<file path="config.mk">
export PLATFORM = sky130hd
export DESIGN_NAME = softmax_tile_packer
export DESIGN_NICKNAME = d
export VERILOG_FILES = /design/src/rtl/softmax_tile_packer.sv
export SDC_FILE = /design/constraint.sdc
export NUM_CORES = 2
export LEC_CHECK = 0
export BUFFER_PORTS_ARGS = -buffer_cell sky130_fd_sc_hd__buf_2
export CORE_MARGIN = 8
export CORE_UTILIZATION = 40
export DETAILED_ROUTE_END_ITERATION = 6
export MAX_ROUTING_LAYER = met4
export SLEW_MARGIN = 20
export SYNTH_ARGS = -nofsm -noshare
export SYNTH_HDL_FRONTEND = slang
export SYNTH_SLANG_ARGS = --single-unit
</file>
<file path="constraint.sdc">
create_clock -name clk -period 3.3 [get_ports clk]
set_input_delay 0.33 -clock clk [delete_from_list [all_inputs] [get_ports clk]]
set_output_delay 0.33 -clock clk [all_outputs]
set_load 0.005 [all_outputs]
</file>
<file path="src/rtl/softmax_tile_packer.sv">
// softmax_tile_packer: packs a scalar element stream into tiles.
// Define SOFTMAX_PACK_PAD_NEG_EN to pad with the most-negative value.
module softmax_tile_packer #(
  parameter int WIDTH          = 32,
  parameter int TILE_SIZE      = 16,
  parameter int TOTAL_ELEMENTS = 1024,
  parameter int FIFO_DEPTH     = 2
) (
  input  logic                       clk,
  input  logic                       rst_n,
  input  logic                       start,
  input  logic [WIDTH-1:0]           elem_in,
  input  logic                       elem_valid,
  output logic                       elem_ready,
  output logic [TILE_SIZE*WIDTH-1:0] X_tile_out,
  output logic                       tile_out_valid,
  input  logic                       tile_ready,
  output logic                       busy,
  output logic                       done
);

  localparam int TW = TILE_SIZE * WIDTH;
  localparam int LW = (TILE_SIZE > 1) ? $clog2(TILE_SIZE) : 1;
  localparam int CW = $clog2(TOTAL_ELEMENTS + 1);
  localparam int PW = (FIFO_DEPTH > 1) ? $clog2(FIFO_DEPTH) : 1;
  localparam int NW = $clog2(FIFO_DEPTH + 1);

`ifdef SOFTMAX_PACK_PAD_NEG_EN
  localparam logic [WIDTH-1:0] PAD = {1'b1, {(WIDTH-1){1'b0}}};
`else
  localparam logic [WIDTH-1:0] PAD = '0;
`endif
  localparam logic [TW-1:0] PAD_TILE = {TILE_SIZE{PAD}};

  typedef enum logic [1:0] {
    S_IDLE,
    S_FILL,
    S_DRAIN,
    S_DONE
  } state_e;

  state_e          state_q, state_d;
  logic [LW-1:0]   lane_q, lane_d;
  logic [CW-1:0]   e_cnt_q, e_cnt_d;
  logic [TW-1:0]   asm_q, asm_d;
  logic [TW-1:0]   mem_q [FIFO_DEPTH];
  logic [TW-1:0]   mem_d [FIFO_DEPTH];
  logic [PW-1:0]   wr_q, wr_d;
  logic [PW-1:0]   rd_q, rd_d;
  logic [NW-1:0]   cnt_q, cnt_d;

  logic            accept;
  logic            push;
  logic            pop;
  logic            last_lane;
  logic            last_elem;
  logic            restart;
  logic [TW-1:0]   tile_w;

  function automatic logic [PW-1:0] ptr_inc(
    input logic [PW-1:0] p
  );
    return (p == PW'(FIFO_DEPTH - 1)) ? '0 : p + PW'(1);
  endfunction

  assign elem_ready = (state_q == S_FILL)
                   && (cnt_q < NW'(FIFO_DEPTH));
  assign tile_out_valid = (cnt_q != '0);
  assign X_tile_out = tile_out_valid ? mem_q[rd_q] : '0;
  assign busy = (state_q == S_FILL)
             || (state_q == S_DRAIN);
  assign done = (state_q == S_DONE);

  assign accept    = elem_valid && elem_ready;
  assign last_lane = (lane_q == LW'(TILE_SIZE - 1));
  assign last_elem = (e_cnt_q == CW'(TOTAL_ELEMENTS - 1));
  assign push      = accept && (last_lane || last_elem);
  assign pop       = tile_out_valid && tile_ready;
  assign restart   = start
                  && ((state_q == S_IDLE) || (state_q == S_DONE));

  // Assembly register with the incoming element merged into its lane
  always_comb begin
    tile_w = asm_q;
    for (int k = 0; k < TILE_SIZE; k++) begin
      if (lane_q == LW'(k)) begin
        tile_w[(TILE_SIZE-1-k)*WIDTH +: WIDTH] = elem_in;
      end
    end
  end

  // Next state of the vector sequencer
  always_comb begin
    state_d = state_q;
    unique case (state_q)
      S_IDLE:  if (start) state_d = S_FILL;
      S_DONE:  if (start) state_d = S_FILL;
      S_FILL:  if (accept && last_elem) state_d = S_DRAIN;
      S_DRAIN: if (pop && cnt_q == NW'(1)) state_d = S_DONE;
      default: state_d = S_IDLE;
    endcase
  end

  // Lane/element counters, tile assembly and completed-tile FIFO
  always_comb begin
    lane_d  = lane_q;
    e_cnt_d = e_cnt_q;
    asm_d   = asm_q;
    mem_d   = mem_q;
    wr_d    = wr_q;
    rd_d    = rd_q;
    cnt_d   = cnt_q;
    if (restart) begin
      lane_d  = '0;
      e_cnt_d = '0;
      asm_d   = PAD_TILE;
    end
    if (accept) begin
      lane_d  = lane_q + LW'(1);
      e_cnt_d = e_cnt_q + CW'(1);
      asm_d   = tile_w;
    end
    if (push) begin
      asm_d       = PAD_TILE;
      lane_d      = '0;
      mem_d[wr_q] = tile_w;
      wr_d        = ptr_inc(wr_q);
    end
    if (pop) begin
      rd_d = ptr_inc(rd_q);
    end
    unique case (1'b1)
      (push && !pop): cnt_d = cnt_q + NW'(1);
      (pop && !push): cnt_d = cnt_q - NW'(1);
      default:        cnt_d = cnt_q;
    endcase
  end

  // State registers; reset drops any partial or buffered tiles
  always_ff @(posedge clk) begin
    if (!rst_n) begin
      state_q <= S_IDLE;
      lane_q  <= '0;
      e_cnt_q <= '0;
      asm_q   <= PAD_TILE;
      wr_q    <= '0;
      rd_q    <= '0;
      cnt_q   <= '0;
      for (int i = 0; i < FIFO_DEPTH; i++) begin
        mem_q[i] <= '0;
      end
    end else begin
      state_q <= state_d;
      lane_q  <= lane_d;
      e_cnt_q <= e_cnt_d;
      asm_q   <= asm_d;
      wr_q    <= wr_d;
      rd_q    <= rd_d;
      cnt_q   <= cnt_d;
      mem_q   <= mem_d;
    end
  end

endmodule
</file>
Word level (Yosys, flattened, before mapping)

Cells that the tools add are included.

Add/sub/neg operators: 6
$lt $le $gt $ge: 4
Equal/unequal tests: 23
Mux-type cells: 36
Bitwise logic cells: 3
Reduce and logical (&&, ||, !) cells: 23

Operators with widths:

| cell                                                                    | number |
|---|---|
| 512-bit two-way mux                                                     | 7 |
| 1024-bit bitwise mux                                                    | 1 |
| 512-bit demux with 1-bit select                                         | 1 |
| 32-bit two-way mux                                                      | 16 |
| 4-bit equality test, second input constant                              | 8 |
| 11-bit two-way mux                                                      | 2 |
| 4-bit by 3-bit equality test with 1-bit output, second input constant   | 4 |
| 11-bit by 1-bit adder with 11-bit output, second input constant         | 1 |
| 11-bit by 10-bit equality test with 1-bit output, second input constant | 1 |
| 1-bit logical AND                                                       | 10 |
| 4-bit by 2-bit equality test with 1-bit output, second input constant   | 2 |
| 4-bit two-way mux                                                       | 2 |
| 2-bit two-way mux                                                       | 3 |
| 2-bit by 1-bit != test with 1-bit output, second input constant         | 3 |
| 2-bit one-hot mux with 3 select lines                                   | 1 |
| 2-bit nonzero test                                                      | 3 |
| 4-bit by 1-bit adder with 4-bit output, second input constant           | 1 |
| 2-bit by 1-bit equality test with 1-bit output, second input constant   | 2 |
| 2-bit equality test, second input constant                              | 2 |
| 4-bit by 1-bit equality test with 1-bit output, second input constant   | 1 |
| 2-bit greater-or-equal comparator, second input constant                | 2 |
| 4-bit logical NOT                                                       | 1 |
| 1-bit NOT with 2-bit output                                             | 2 |
| 2-bit one-hot mux with 2 select lines                                   | 1 |
| 12 further kinds                                                        | 18 |

Register bits after elaboration: 1557
Input port bits: 37
Output and inout bits: 516
Word-level logic and storage cells: 104

Longest topological paths before layout

Depth after elaboration: 7
Gate-level depth with buffers: 10
Mapped depth without buffers: 9

Worst setup path before layout

Ideal clock, no wire load.

Path type: flip-flop to flip-flop
Start: reg state_q[1]
End: reg mem_q[100] in the netlist's numbering
Library setup time: 0.072 ns
Arrival: 1.934 ns
Required time: 3.228 ns
Path slack: 1.294 ns
Stages on the path, launching flop included: 11
Buffers on the path: 4
Clock period less this slack: 2.006 ns
Path through: dfxtp_1 inv_1 ha_1 and4b_1 and4_1 buf_4 o21ai_1 buf_6 buf_6 buf_6 mux2i_1

Longest elaborated chain between the ends: 4

Ends and longest elaborated chain:

| element                                        | line | RTL |
|---|---|---|
| start, declared                                | 42   | `state_e state_q, state_d;` |
| start signal, assigned                         | 153  | `state_q <= state_d;` |
| 2-bit by 1-bit equality test with 1-bit output | 66   | `assign elem_ready = (state_q == S_FILL)` |
| 1-bit logical AND                              | 67   | `&& (cnt_q < NW'(FIFO_DEPTH));` |
| 1-bit logical AND                              | 74   | `assign accept = elem_valid && elem_ready;` |
| 1-bit logical AND                              | 77   | `assign push = accept && (last_lane \|\| last_elem);` |
| end signal, assigned                           | 160  | `mem_q <= mem_d;` |
| end, declared                                  | 46   | `logic [TW-1:0] mem_q [FIFO_DEPTH];` |

No other way between the ends.
A chain may end at the register's enable or synchronous reset.

Worst setup path after layout

Start: reg rd_q
End: out X_tile_out[6]

Longest elaborated chain between the ends: 5

Ends and longest elaborated chain:

| element                                                | line | RTL |
|---|---|---|
| start, declared                                        | 49   | `logic [PW-1:0] rd_q, rd_d;` |
| start signal, assigned                                 | 158  | `rd_q <= rd_d;` |
| 1-bit NOT with 2-bit output (implied by the code)      | 69   | `assign X_tile_out = tile_out_valid ? mem_q[rd_q] : '0;` |
| 512-bit two-way mux (implied by the code) (3 in a row) | 69   |  |
| 512-bit two-way mux                                    | 69   |  |
| end, declared                                          | 15   | `output logic [TILE_SIZE*WIDTH-1:0] X_tile_out,` |

No other way between the ends. The select of a mux whose other input is x is not followed.

==> results.md <==
- Cell area after synthesis: slightly above 70,000 um^2
- Routed WL: between 200,000 and 250,000 um
- Fraction of layout cells with a size suffix above 1: 0.199
- Maximum clock rate: between 0.3 and 0.4 GHz
- Clock power frac: 0.451
- Sequential Power Share: 0.443
- Gpl congestion: a little over 0.8
- CTS root buf: clkbuf_16
- Most used flip-flop cell after synthesis: dfxtp_1
- Worst skew pair latency: ~0.84 ns
- Setup_tns: 0 ns
- Worst-path clk slew: approximately 0.06 ns
- Worst Setup Start Kind: register
- FP Rows: between 150 and 200
- Ports: ~550
- Min Tclk post-route: ~3.0 ns
- Cell variety after synth: 44
- Final hold violation count: 0
- Crit share post-route: 0.898
- DR iter-0 viols: around 3,700
- Routed len/inst: approximately 22 um
- Vias post-DR: roughly 54,000
- Final setup vio count: 0
- Drt first pass iters: 5
- Die Footprint: between 150,000 and 200,000 um^2
- #FFs+latches synth: between 1,500 and 2,000
- Layout Cells excl Fill: a little over 10,000
- RSZ-0062 raised after global routing: no
- Tot GR Track Use: 0.232
- Initial Util: 0.402
- Seq/Total Area, Yosys: 0.441
- Vias in the first global route: 53,500
- Syn Nets: ~7,600
- Post-DP HPWL: between 100,000 and 150,000 um
- TritonCTS buffer count: around 170
- Slew @ Worst Pin: ~1.1 ns
- P_int: 31.3 mW
- Largest buffer count on any clock path: 3
- Crit path DAT: around 2.6 ns
- # clock sinks: approximately 1,600
- Remaining DRCs: 0
- Relative slew slack: 0.233
- Largest net degree at the start of global routing: between 150 and 200
- EDFF count, synth: 0
- Core Region: about 180,000 um^2
- Mapped Cells: 7,541
- Comb power frac: 0.107
- Data required, critical path: between 2 and 3 ns
- Async SR Flop Fraction: 0
- Crit-path max FO: 14
- Layout Nets: 7,799
- Clock skew: around 0.041 ns
- Global-route wire length before repair: between 300,000 and 400,000 um
- Clock tree from TritonCTS: done
- Initial antenna violation count: 18
- Sw Share: 0.268
- Area growth, synth to finish: 14.5%
- Vias per cell: 5.28
- Placed insts: 9,907
- Max Cap Violations: 0
- Final WS setup: 0.335 ns
- Critical Path Sink Type: output port
- Leakage: roughly 36 nW
- Die Width: between 400 and 500 um
- Die Y: 436 um
- Ys Warns: 0
- Pins over their slew limit: 0
- Power density cells: 528 nW/um^2
- Pre-CTS setup slack: between 0.5 and 0.6 ns
- Peak VDD IR: roughly 520 uV
- # H-tree levels: 4
- Avg Cell Area, Syn: 9.37 um^2
- Switching pwr: around 11 mW
- Setup CP Type: reg2out
- Remaining antenna violation count: 0
- Grt ovf: 0
- Hold Path Class: in2reg
- Status: completed
- Port Buf Inserts: around 550
-- power by group through the flow --
stage                     combinational (mW)  sequential [mW]  clock, mW
after CTS                               4.51             18.9       19.7
after global placement                  4.39             19.4          0
final                                   4.56             18.9       19.3
after global routing                    4.81             18.9       20.4
after floorplan                         2.85             19.3          0
after detailed placement                4.45             19.4          0
-- synthesized netlist by cell type, drive strengths merged (2+ instances only) --
master,instances,area (um^2)
and2,48,300
a21oi,5,25.0
a211oi,3,22.5
and4,3,26.3
dfxtp,1557,31200
buf,361,2460
nor2,1014,3810
ha,11,138
o21a,2,15.0
nand3,7,40.0
nand2,1545,5800
and3,3,18.8
o21ai,6,30.0
nor3,4,20.0
nand3b,2,15.0
or2,2,12.5
inv,11,41.3
nand4,5,31.3
clkbuf,369,1390
a22oi,483,3630
mux2,516,5810
mux2i,1551,15500
nor2b,3,18.8
xnor2,3,26.3
nor3b,6,90.1
xor2,3,26.3
and3b,9,78.8
-- repair_timing --
action,CTS,global route
endpoints found under the hold margin,15,0
setup endpoints to repair,12,0
setup buffers,4,0
resized for setup,1,0
hold buffers,5,0
-- cell families after synthesis --
family                   Yosys count  share of synthesized area
AO/OA/AOI/OAI                    505                     0.0537
adder cells (fa/ha/maj)           11                    0.00195
flip-flops                      1557                      0.441
multiplexers                    2067                      0.302
AND/OR/NAND/NOR                 2654                      0.146
XOR/XNOR                           6                   0.000744
buffers and inverters            741                     0.0550
-- state kept, by name, indices dropped and copies added (netlist names) --
name     count
state_q      2
mem_q     1024
cnt_q        2
rd_q         1
asm_q      512
wr_q         1
e_cnt_q     11
lane_q       4
-- placed cells by master, fill, tap and decap left out, drive strengths merged, types with 2 or more instances in the layout --
cell type    Yosys  routed
nor2b            3       3
nor2          1014    1014
dlygate4sd3      0       5
nand3            7       7
and2            48      48
o21a             2       2
nor3             4       4
or2              2       2
a21oi            5       5
nand3b           2       2
o21ai            6       6
and3b            9       9
nand4            5       5
clkinv           0      22
nor3b            6       6
clkinvlp         0       2
and3             3       3
mux2           516     516
and4             3       3
nand2         1545    1545
xnor2            3       3
bufinv           0       8
inv             11      20
mux2i         1551    1551
a22oi          483     483
xor2             3       3
buf            361     761
dfxtp         1557    1557
diode            0       7
a211oi           3       3
ha              11      11
clkbuf         369     260
-- per-stage QoR --
step / power [mW] / instance area, um^2 / hold WS (ns) / utilization
final: 42.7 / 80900 / 0.0836 / 0.460
after global routing: 44.1 / 80900 / 0.00524 / 0.460
after CTS: 43.1 / 80900 / 0.00187 / 0.460
after detailed placement: 23.8 / 75100 / 0.440 / 0.427
after global placement: 23.7 / 75100 / 0.436 / 0.427
after floorplan: 22.2 / 70700 / 0.424 / -
-- layer usage --
| layer | vias up | wire (um) | GRT usage |
|---|---|---|---|
| met2 | 1296 | 110000 | 0.394 |
| li1 | 25900 | - | - |
| met5 | - | 0 | - |
| met1 | 26400 | 96700 | 0.280 |
| met3 | 360 | 9670 | 0.0312 |
| met4 | 0 | 9300 | 0.0881 |
-- cell type report --
| type | instances | area (um^2) |
|---|---|---|
| well taps | 2340 | 2930 |
| clock inverters | 41 | 628 |
| repair buffers | 767 | 5320 |
| flip-flops and latches | 1557 | 31200 |
| diodes | 7 | 17.5 |
| fillers | 16700 | 95000 |
| inverters | 11 | 41.3 |
| clock buffers | 259 | 5020 |
| multi-input cells | 5243 | 35800 |
-- path summary, 6_finish.rpt --
path,endpoint,cells past startpoint,start,slack [ns]
hold / removal,asm_q[483],3,elem_in[3],0.08
hold reg to reg,asm_q[11],1,asm_q[11],0.45
setup reg to reg,asm_q[415],6,state_q[1],0.59
setup / recovery,X_tile_out[6],7,rd_q,0.34
-- critical path: stages (launching register included) --
cell and delay [ns]:
dfxtp_4 0.37, buf_12 0.13, buf_12 0.19, buf_4 0.30, buf_4 0.30, mux2i_1 0.29, nor2_1 0.07, buf_2 0.14
(Power assumes the default switching activity.)
